File: src/rtl/debounce_edge.sv
// Debounce plus edge detect: accepts a new level after STABLE_CYCLES identical samples.
// Emits registered level/rise/fall; optional rising-edge counter built under DEBOUNCE_EVT_CNT_EN.
module debounce_edge #(
    parameter int STABLE_CYCLES = 4,
    parameter int CNT_W         = 4,
    parameter int EVT_W         = 8
) (
    input  logic             clk,
    input  logic             g_reset,
    input  logic             sync_in,
    input  logic             evt_clr,
    output logic             level,
    output logic             rise,
    output logic             fall,
    output logic [EVT_W-1:0] evt_count
);

    typedef enum logic [1:0] {
        IDLE_LO = 2'd0,
        WAIT_HI = 2'd1,
        IDLE_HI = 2'd2,
        WAIT_LO = 2'd3
    } state_t;

    localparam logic [CNT_W-1:0] CNT_LAST = CNT_W'(STABLE_CYCLES - 1);
    localparam logic [CNT_W-1:0] CNT_ONE  = CNT_W'(1);
    localparam logic [CNT_W-1:0] CNT_ZERO = CNT_W'(0);

    state_t           state_r;
    logic [CNT_W-1:0] cnt_r;
    logic             level_r;
    logic             rise_r;
    logic             fall_r;
    logic             accept_rise_s;

    assign level = level_r;
    assign rise  = rise_r;
    assign fall  = fall_r;

    // Same condition the FSM uses to fire rise, shared with the event counter.
    assign accept_rise_s = (state_r == WAIT_HI) && sync_in && (cnt_r == CNT_LAST);

    // Debounce FSM with stability counter and registered level/pulse outputs.
    always_ff @(posedge clk or negedge g_reset) begin
        if (!g_reset) begin
            state_r <= IDLE_LO;
            cnt_r   <= CNT_ZERO;
            level_r <= 1'b0;
            rise_r  <= 1'b0;
            fall_r  <= 1'b0;
        end else begin
            rise_r <= 1'b0;
            fall_r <= 1'b0;
            case (state_r)
                IDLE_LO: begin
                    if (sync_in) begin
                        state_r <= WAIT_HI;
                        cnt_r   <= CNT_ONE;
                    end else begin
                        cnt_r   <= CNT_ZERO;
                    end
                end
                WAIT_HI: begin
                    if (!sync_in) begin
                        state_r <= IDLE_LO;
                        cnt_r   <= CNT_ZERO;
                    end else if (cnt_r == CNT_LAST) begin
                        state_r <= IDLE_HI;
                        level_r <= 1'b1;
                        rise_r  <= 1'b1;
                        cnt_r   <= CNT_ZERO;
                    end else begin
                        cnt_r   <= cnt_r + CNT_ONE;
                    end
                end
                IDLE_HI: begin
                    if (!sync_in) begin
                        state_r <= WAIT_LO;
                        cnt_r   <= CNT_ONE;
                    end else begin
                        cnt_r   <= CNT_ZERO;
                    end
                end
                WAIT_LO: begin
                    if (sync_in) begin
                        state_r <= IDLE_HI;
                        cnt_r   <= CNT_ZERO;
                    end else if (cnt_r == CNT_LAST) begin
                        state_r <= IDLE_LO;
                        level_r <= 1'b0;
                        fall_r  <= 1'b1;
                        cnt_r   <= CNT_ZERO;
                    end else begin
                        cnt_r   <= cnt_r + CNT_ONE;
                    end
                end
                default: begin
                    state_r <= IDLE_LO;
                    cnt_r   <= CNT_ZERO;
                    level_r <= 1'b0;
                end
            endcase
        end
    end

`ifdef DEBOUNCE_EVT_CNT_EN
    logic [EVT_W-1:0] evt_r;

    assign evt_count = evt_r;

    // Wrapping rise counter; a clear on a rise edge keeps that rise.
    always_ff @(posedge clk or negedge g_reset) begin
        if (!g_reset) begin
            evt_r <= {EVT_W{1'b0}};
        end else if (evt_clr) begin
            evt_r <= accept_rise_s ? EVT_W'(1) : {EVT_W{1'b0}};
        end else if (accept_rise_s) begin
            evt_r <= evt_r + EVT_W'(1);
        end else begin
            evt_r <= evt_r;
        end
    end
`else
    logic unused_evt_s;

    assign unused_evt_s = evt_clr ^ accept_rise_s;
    assign evt_count    = {EVT_W{1'b0}};
`endif

endmodule
File: config.mk
export PLATFORM = sky130hd
export DESIGN_NAME = debounce_edge
export DESIGN_NICKNAME = d
export VERILOG_FILES = /design/src/rtl/debounce_edge.sv
export SDC_FILE = /design/constraint.sdc
export NUM_CORES = 1
export LEC_CHECK = 0
export CAP_MARGIN = 20
export CORE_MARGIN = 5
export CORE_UTILIZATION = 33
export CTS_CLUSTER_SIZE = 25
export DETAILED_ROUTE_END_ITERATION = 6
export PLACE_DENSITY = 0.67
export SKIP_CTS_REPAIR_TIMING = 1
export SLEW_MARGIN = 10
export SYNTH_ARGS = -nofsm -noshare
export SYNTH_HDL_FRONTEND = slang
export SYNTH_SLANG_ARGS = --single-unit
File: constraint.sdc
create_clock -name clk -period 2.1 [get_ports clk]
set_input_delay 0.21 -clock clk [delete_from_list [all_inputs] [get_ports clk]]
set_output_delay 0.21 -clock clk [all_outputs]
set_load 0.02 [all_outputs]
After elaboration in Yosys (flattened, before gate mapping)
Cells that the tools add are included.
{"block": "word_totals", "ff_bits": 9, "output_inout_bits": 11, "elab_cells": 45}
{"block": "classes", "add_sub_neg": 1, "n_eq_ne": 12, "muxes": 23, "n_reduce_logical": 4}
{"operator": "case mux 4 bit (4 select lines)", "count": 1}
{"operator": "2-to-1 mux 2 bit", "count": 6}
{"operator": "2-to-1 mux 4 bit", "count": 3}
{"operator": "2-to-1 mux 1 bit", "count": 11}
{"operator": "!= test 2 bit (second input constant)", "count": 5}
{"operator": "case mux 2 bit (4 select lines)", "count": 1}
{"operator": "AND reduction 5 bit", "count": 1}
{"operator": "adder 4 x 1 -> 4 bit (second input constant)", "count": 1}
{"operator": "equality test 2 bit (second input constant)", "count": 2}
{"operator": "equality test 4 x 2 -> 1 bit (second input constant)", "count": 1}
{"operator": "AND reduction 4 bit", "count": 1}
{"operator": "!= test 3 x 2 -> 1 bit (second input constant)", "count": 1}
{"operator": "!= test 3 bit (second input constant)", "count": 1}
{"operator": "equality test 2 x 1 -> 1 bit (second input constant)", "count": 1}
{"operator": "logical NOT 2 bit", "count": 1}
{"operator": "!= test 2 x 1 -> 1 bit (second input constant)", "count": 1}
{"operator": "case mux 1 bit (2 select lines)", "count": 1}
{"operator": "nonzero test 2 bit", "count": 1}

Logic depth before layout (Yosys ltp)
Gate-level depths: netlist (run 1).
{"block": "depth", "ltp_word": 4, "mapped_depth": 4, "mapped_depth_nobuf": 4}

Worst setup path before layout (run 1)
Ideal clock, no wire load.
{"block": "synth_timing", "path_type": "register to register", "startpoint": "register cnt_r[0]", "endpoint": "register level_r (netlist: level)", "setup_ns": 0.124, "arrival_time_ns": 1.214, "slack_ns": 0.762, "stages_incl_launch_ff": 5, "path_cell_list": "dfrtp_1 > ha_1 > and4bb_4 > and3b_4 > a211o_1"}
{"block": "synth_via", "elab_chain_cells": 3, "elab_cells_between_ends": 4, "classes_between": "eq/ne (3); reduce/logical (1)"}
{"item": "start, declared", "line": "30", "text": "logic [CNT_W-1:0] cnt_r;"}
{"item": "start signal, assigned", "line": "73", "text": "cnt_r <= cnt_r + CNT_ONE;"}
{"item": "start signal, assigned", "line": "94", "text": "cnt_r <= cnt_r + CNT_ONE;"}
{"item": "equality test 4 x 2 -> 1 bit (*)", "line": "67, 88"}
{"item": "!= test 2 bit (no source line) / != test 2 x 1 -> 1 bit (equally long branches)"}
{"item": "AND reduction 5 bit (no source line) (*)"}
{"item": "end signal, assigned", "line": "69", "text": "level_r <= 1'b1;"}
{"item": "end signal, assigned", "line": "90", "text": "level_r <= 1'b0;"}
{"item": "end signal, assigned", "line": "100", "text": "level_r <= 1'b0;"}
{"item": "end, declared", "line": "31", "text": "logic level_r;"}
Mark *: on every way between the ends. The rest lies on a longest branch, timed or not.
A chain may end at the register's enable or synchronous reset.

Final worst setup path (run 1)
{"block": "layout_timing", "startpoint": "register level_r (netlist: level)", "endpoint": "output level"}
{"item": "start signal, assigned", "line": "48", "text": "level_r <= 1'b0;"}
{"item": "start signal, assigned", "line": "69"}
{"item": "start signal, assigned", "line": "90"}
{"item": "end, declared", "line": "12", "text": "output logic level,"}
No word-level cell between the ends.

==> results of run 1 <==
[cells in the final DEF, fill, tap and decap left out]
cell type | synthesis | routed
and4bb_4 | 1 | 1
clkbuf_1 | 0 | 1
dfrtp_1 | 9 | 9
nor2_1 | 4 | 4
nand3b_1 | 1 | 1
nand2_1 | 2 | 2
a21oi_1 | 1 | 1
a211o_1 | 1 | 1
and3b_4 | 1 | 1
mux2_2 | 1 | 1
inv_1 | 1 | 1
ha_1 | 1 | 1
clkbuf_4 | 0 | 3
nor3b_1 | 1 | 1
or2b_1 | 1 | 1
o21a_1 | 1 | 1
and2_1 | 1 | 1
clkdlybuf4s50_1 | 0 | 5
nand3_1 | 1 | 1
and3_1 | 1 | 1
conb_1 | 1 | 8
xor2_1 | 2 | 2
[power groups by stage]
stage | Combinational, mW | Sequential [mW] | Clock, mW
after floorplan | 0.0997 | 0.244 | 0
after global placement | 0.115 | 0.246 | 0
after detailed placement | 0.117 | 0.247 | 0
after CTS | 0.118 | 0.244 | 0.139
after global routing | 0.133 | 0.253 | 0.148
final | 0.116 | 0.244 | 0.130
[worst paths after layout]
kind	start	slack, ns	endpoint	cells past startpoint
min	g_reset	0.25	cnt_r[2]	1
min in group clk	level	0.52	level	1
max reg2reg	cnt_r[0]	0.70	level	4
max in group asynchronous	g_reset	1.56	fall	1
max	level	0.66	level	1
min reg2reg	level	0.52	level	1
[cells by family after synthesis]
logic type,after synthesis,share of synthesized area
compound gates,3,0.0476
fa+ha+maj,1,0.0280
xor+xnor,2,0.0392
mux,1,0.0252
other cells,1,0.00840
buf+inv,9,0.143
simple gates,14,0.205
flops,9,0.504
[Yosys cell counts, drive strengths merged]
| library cell | number | area (sq um) |
|---|---|---|
| and2 | 1 | 6.26 |
| ha | 1 | 12.5 |
| and3 | 1 | 6.26 |
| or2b | 1 | 7.51 |
| nand2 | 2 | 7.51 |
| inv | 1 | 3.75 |
| nor3b | 1 | 7.51 |
| a21oi | 1 | 5.00 |
| o21a | 1 | 7.51 |
| buf | 8 | 60.1 |
| conb | 1 | 3.75 |
| xor2 | 2 | 17.5 |
| nand3b | 1 | 7.51 |
| and3b | 1 | 12.5 |
| nor2 | 4 | 15.0 |
| a211o | 1 | 8.76 |
| nand3 | 1 | 5.00 |
| dfrtp | 9 | 225 |
| mux2 | 1 | 11.3 |
| and4bb | 1 | 16.3 |
[per-stage QoR]
stage	hold WS (ns)	worst slack, ns	area [sq um]	total power, mW	utilization
CTS	0.261	0.634	508	0.501	0.395
detailed placement	0.502	0.699	482	0.365	0.375
global placement	0.497	0.710	482	0.361	0.375
global route	0.277	0.583	508	0.534	0.395
finish	0.249	0.656	508	0.490	0.395
floorplan	-0.0856	0.762	473	0.343	-
[layer usage]
layer	routed length, microns	part of all wire	vias to the layer above
li1	-	-	133
met1	275	0.39	126
met2	362	0.51	10
met3	54	0.077	2
met4	10	0.014	0
met5	0	0	-
[layout make-up]
cell class,instances,area (sq um)
multi-input cells,29,184
fillers,132,777
flip-flops and latches,9,225
clock buffers,4,26.3
well taps,15,18.8
repair buffers,5,50.0
inverters,1,3.75
==> flow_results.org, run 1 <==
** Layout
- Nets :: 54
- Number of inserted diodes :: 0
- Share of final-layout standard cells stronger than drive strength 1 :: 0.125
- The area growth from synthesis to layout is 13.7%.
- Post-route insts no fill :: 63

** Floorplanning
- After floorplanning, the core was divided into 13 placement rows.
- In this run the horizontal extent of the chip is 46.8 microns.
- The initial utilization of the core area, before any placement, comes to 0.348.
- The floorplan step defined a die boundary enclosing 0.00219 sq mm.
- 15 I/O pins were placed.
- Die Height :: 46.8 microns
- Core area :: 0.00128 sq mm

** Outcome
- The flow ran to the end, and the final reports show no timing, DRC or antenna violations.

** Global route
- The number of antenna violations at the first check in global routing came to 0.
- For met2 alone, demand over resource in global routing was 0.136.
- First-pass GRT wire length :: 1.29 mm
- Gr ovfl total :: 0
- Total routing usage reported by global routing :: 0.0922
- Entering global routing, the biggest net connects 10 pins.
- Global route hottest layer :: met2
- Number of global-route vias before repair :: 292
- For met3 alone, demand over resource in global routing was 0.0230.
- GR Util met1 :: 0.103

** Clock tree
- In this run the number of H-tree levels came out at 1.
- The clock net in this run drives a total of 9 sinks.
- In this run, CTS created clock tree buffers numbering 3.
- CTS tree :: done
- After clock tree synthesis, the clock-pin slew on the worst setup and hold paths is 0.06 ns.
- Clock Root Buffer :: clkbuf_4
- Clock latency on the worst-skew pair, taken at its later pin, is 0.26 ns.
- The clock passes through at most 2 buffers.

** Timing
- Number of endpoints with negative hold slack in the final report :: 0
- Maximum achievable frequency :: 693 MHz
- Worst clock skew :: 0.00413 ns
- Summed negative setup slack over all endpoints :: 0 ns
- The worst path in the final design needs a cycle of 1.44 ns, including I/O delays and setup.
- The number of slew-limit violations in the final report came to 0.
- Final period utilization :: 0.687
- Setup violations remaining at the end of the flow were counted as 0.
- Setup repair after global routing left no endpoint under its margin.

** Worst setup path
- The worst setup path is of the reg -> out kind.
- Slowest Stage Delay on Critical Path :: 0.61 ns
- Endpoint type of the worst setup path :: output port
- STA puts the critical path data required time at 1.89 ns.
- At the worst endpoint, the arrival time is 1.23 ns.
- The kind of cell with the highest combined delay along the critical path is buffers and inverters.
- In this run the worst path has a maximum fanout of 3.
- The number of buffers and inverters on the critical path is 1.
- Nature of the critical path startpoint :: flop
- Cell at the slowest stage of the critical path :: clkdlybuf4s50_1
- Walking the worst path, the cells encountered are clkdlybuf4s50_1.

** Place
- Instance count after placement with tap cells included :: 59
- Placer congestion estimate :: 0.725
- Input and output buffers added on the ports amount to 5.
- Detailed placement finished with a half-perimeter wire length of 550 microns.

** Drt
- Number of violations reported at the end of detailed-routing iteration 0 :: 3
- After detailed routing, the number of remaining DRC violations is 0.
- Dividing the detail-routed via count by the number of cells gives 4.30.
- The final layout contains routed wiring with a total length of 703 microns.
- In the final routed layout, each cell accounts on average for 11.2 microns.
- The count of nets left with antenna violations once routing finished came out at 0.
- Router iterations before antenna repair :: 4
- The routed layout has 271 vias.

** Flow run
- Max-cap violations :: 0

** Power and ir drop
- VDD sags by at most 0.388 mV.
- The share of total power dissipated in sequential elements is 0.497.
- Reported net switching power :: 150 uW
- For this design the static power due to leakage is 0.236 nW.
- Share of power burned in combinational logic :: 0.237
- Internal cell power :: 341 uW
- Dividing total power by cell area gives a power density of 965 mW/mm^2.
- Relative contribution of the clock network to total power :: 0.266
- Of the total power, the share spent switching nets is 0.305.

** Min path
- Worst min-delay path category :: in -> async

** Logic synthesis
- The number of different library cells used by synthesis comes to 20.
- Post-synthesis area per instance :: 11.2 sq um
- Number of instances in the synthesized netlist :: 40
- Post-synth design cell area :: 447 sq um
- Proportion of synthesized chip area in sequential cells :: 0.504
- Number of flip-flops and latches in the synthesized netlist :: 9
- Synthesis Warnings :: 0
Note: power is estimated with default switching activity, not from simulation.
==> run 2: changes to the inputs <==
--- a/config.mk
+++ b/config.mk
@@ -10,7 +10,7 @@
 export CORE_UTILIZATION = 33
 export CTS_CLUSTER_SIZE = 25
 export DETAILED_ROUTE_END_ITERATION = 6
-export PLACE_DENSITY = 0.67
+export PLACE_DENSITY = 0.69
 export SKIP_CTS_REPAIR_TIMING = 1
 export SLEW_MARGIN = 10
 export SYNTH_ARGS = -nofsm -noshare
==> constraint.sdc (replaced) <==
create_clock -name clk -period 1.2 [get_ports clk]
set_input_delay 0.12 -clock clk [delete_from_list [all_inputs] [get_ports clk]]
set_output_delay 0.12 -clock clk [all_outputs]
set_load 0.02 [all_outputs]
==> run 2 against run 1 <==
The run now ends with negative setup slack left. Clock skew is 0.0014 ns higher. Worst setup slack worse by 0.78 ns. Critical endpoint is now level. Flip-flop and latch count stayed put. Routed wire length is 4.0% higher. Largest power group unchanged. Via count is 4.8% higher. Critical path type is now reg -> reg.
==> flow_results.org, run 2 (same netlist as run 1, synthesis figures left out) <==
** Outcome
- The run finished, with violations left.
- The checks that failed: negative setup slack.

** Drt
- The routed via count is 284 (+4.8%).
- Routed wire per std cell :: 10.8 microns (-3.7%)
- The count of nets left with antenna violations after detail routing was 0 (unchanged).
- The detailed router's first-iteration violation count came to 3 (unchanged).
- The number of remaining DRC errors came to 0 (unchanged).
- The number of vias per cell after detailed routing was 4.18 (-2.9%).
- The total wirelength of the detailed-routed design came to 731 microns (+4.0%).
- The count of TritonRoute iterations in the first routing pass came to 2 (-2).

** Layout
- Post-route insts no fill :: 68 (+7.9%)
- Leading cell type in the layout, fill and taps excluded :: dfrtp_1
- In the layout the commonest cells are dfrtp_1, conb_1, buf_4.
- The number of filler cells placed in the layout was 122 (-7.6%).
- Nets :: 59 (+9.3%)
- Number of inserted diodes :: 0 (unchanged)
- The area growth from synthesis to layout is 26.6%.
- Total area of multi-input combinational cells :: 196 sq um (+6.8%)
- The share of post-route cells with drive strength above 1 was 0.226 (+0.101).
- The final instance area was 566 sq um (+11%).
- The area occupied by registers is 225 sq um (unchanged).
- Final cell utilization of the core :: 0.440 (+0.0448)

** Global route
- The met1 capacity usage during global routing is 0.0922 (-0.0107).
- Largest net degree at the start of global routing :: 10 (unchanged)
- The first-pass GRT wire length was 1.26 mm (-2.2%).
- The via count of the first global-routing pass was 306 (+4.8%).
- Fraction of met3 tracks used by global routing :: 0.0383 (+0.0153)
- Total routing usage reported by global routing :: 0.0871 (-0.00507)
- The met2 routing resource usage after global routing is 0.136 (unchanged).
- The number of antenna violations at the first check in global routing came to 0 (unchanged).
- Global route hottest layer :: met2
- The total congestion overflow was 0 (unchanged).

** Place
- Half-perimeter wire length after placement :: 574 microns (+4.5%)
- Number of buffer cells added on primary ports :: 5 (unchanged)
- The cell area after placement was 514 sq um (+6.8%).
- The number of cells in the design after placement was 63 (+6.8%).
- The final weighted congestion of routability-driven global placement was 0.717 (-1.2%).
- The minimum setup slack after placement is -0.113 ns (-0.813 ns).

** Floorplanning
- Number of rows created at floorplan :: 13 (unchanged)
- Core area :: 0.00128 sq mm (unchanged)
- The die outline height came to 46.8 microns (unchanged).
- The horizontal die dimension was 46.8 microns (unchanged).
- The starting density of the core is 0.348 (unchanged).
- The total die area was 0.00219 sq mm (unchanged).
- I/O pin count :: 15 (unchanged)

** Clock tree
- The source-to-sink clock delay at the later pin of the worst-skew pair was 0.26 ns (about the same).
- TritonCTS built the clock tree.
- The clock edge transition at the registers on the reported setup and hold paths is 0.06 ns (about the same).
- The root buffer cell chosen for the clock tree is clkbuf_4.
- Maximum count of clock buffers along a single path :: 2 (unchanged)
- CTS H-tree lvls :: 1 (unchanged)
- The number of buffers added by the clock tree synthesis step is 3 (unchanged).
- The clock net sink count was 9 (unchanged).

** Min path
- The worst hold path belongs to the class in -> async.

** Power and ir drop
- Internal cell power :: 661 uW (+94%)
- The reported leakage power was 0.298 nW (+26%).
- Proportion of total power due to net switching :: 0.307 (+0.00216)
- The total power divided by cell area came to 1690 mW/mm^2 (+75%).
- The switching power summed over all nets was 293 uW (+96%).
- Fraction of power consumed by sequential logic :: 0.455 (-0.042)
- The share of total power in combinational logic is 0.306 (+0.069).
- Relative contribution of the clock network to total power :: 0.239 (-0.027)
- Maximum vdd drop :: 0.873 mV (+120%)

** Worst setup path
- Crit Path Class :: reg -> reg
- Critical path required time :: 1.34 ns (-0.55 ns)
- The count of cells along the worst register-to-register path came to 4 (unchanged).
- The top fanout value on the critical path came to 4 (+1).
- Nature of the critical path startpoint :: flop
- Arrival time of the worst setup path :: 1.46 ns (+0.23 ns)
- The worst setup path is captured at a flop.

** Flow run
- The total of max-cap violations was 0 (unchanged).

** Timing
- Setup repair after global routing missed its margin :: true
- Number of endpoints with negative hold slack in the final report :: 0 (unchanged)
- Total setup violations reported at the end of the flow :: 2 (+2)
- Of the available clock period, the critical path in the final layout requires 1.10.
- Final Slew Violations :: 0 (unchanged)
- Derived from the worst setup path, the maximum achievable clock frequency is 758 MHz.
- Worst Setup Slack, final :: -0.119 ns (-0.775 ns)
- Min cycle time layout :: 1.32 ns
- The post-route clock skew was 0.00554 ns (+0.00141 ns).
## run 2: changes by cell type in the layout (fill, tap and decap cells not counted)
cell / previous run / this run
ha_1: 1 / 0
ha_4: 0 / 1
clkdlybuf4s50_1: 5 / 2
dlymetal6s2s_1: 0 / 3
buf_4: 0 / 5
## run 2: worst paths after layout
| check | from | to | slack, ns |
|---|---|---|---|
| worst min-delay path | g_reset | cnt_r[1] | 0.16 |
| worst min register to register | level | level | 0.51 |
| min in group clk | level | level | 0.51 |
| worst max register to register | cnt_r[1] | level | -0.12 |
| max in group asynchronous | g_reset | cnt_r[3] | 0.75 |
| worst max-delay path | cnt_r[1] | level | -0.12 |
## run 2: worst max-delay path, stage by stage (launching register included)
cell and delay [ns]:
dfrtp_1 0.41, ha_4 0.18, and4bb_4 0.20, and3b_4 0.19, a211o_1 0.22
## run 2: cell type report
| class | instances | area share |
|---|---|---|
| inverter | 1 | 0.00664 |
| sequential | 9 | 0.398 |
| tap | 15 | 0.0332 |
| timing repair buffer | 10 | 0.168 |
| clock buffer | 4 | 0.0465 |
| multi-input combinational | 29 | 0.347 |
## run 2: per-layer routing
metal | up-vias | share of wire
met1 | 132 | 0.42
met3 | 2 | 0.068
met5 | - | 0
li1 | 141 | -
met4 | 0 | 0.026
met2 | 9 | 0.49
## run 2: power groups by stage
stage	Clock (mW)	Combinational, mW	Sequential, mW
floorplan	0	0.176	0.428
global placement	0	0.264	0.418
detailed placement	0	0.265	0.427
CTS	0.239	0.268	0.422
global route	0.260	0.341	0.443
finish	0.228	0.292	0.435
## run 2: metrics by stage
stage	hold WS [ns]	setup TNS, ns	power (mW)
finish	0.158	-0.173	0.955
global route	0.185	-0.245	1.04
CTS	0.172	-0.569	0.929
detailed placement	0.446	-0.241	0.692
global placement	0.443	-0.168	0.682
floorplan	-0.176	-0.0847	0.604
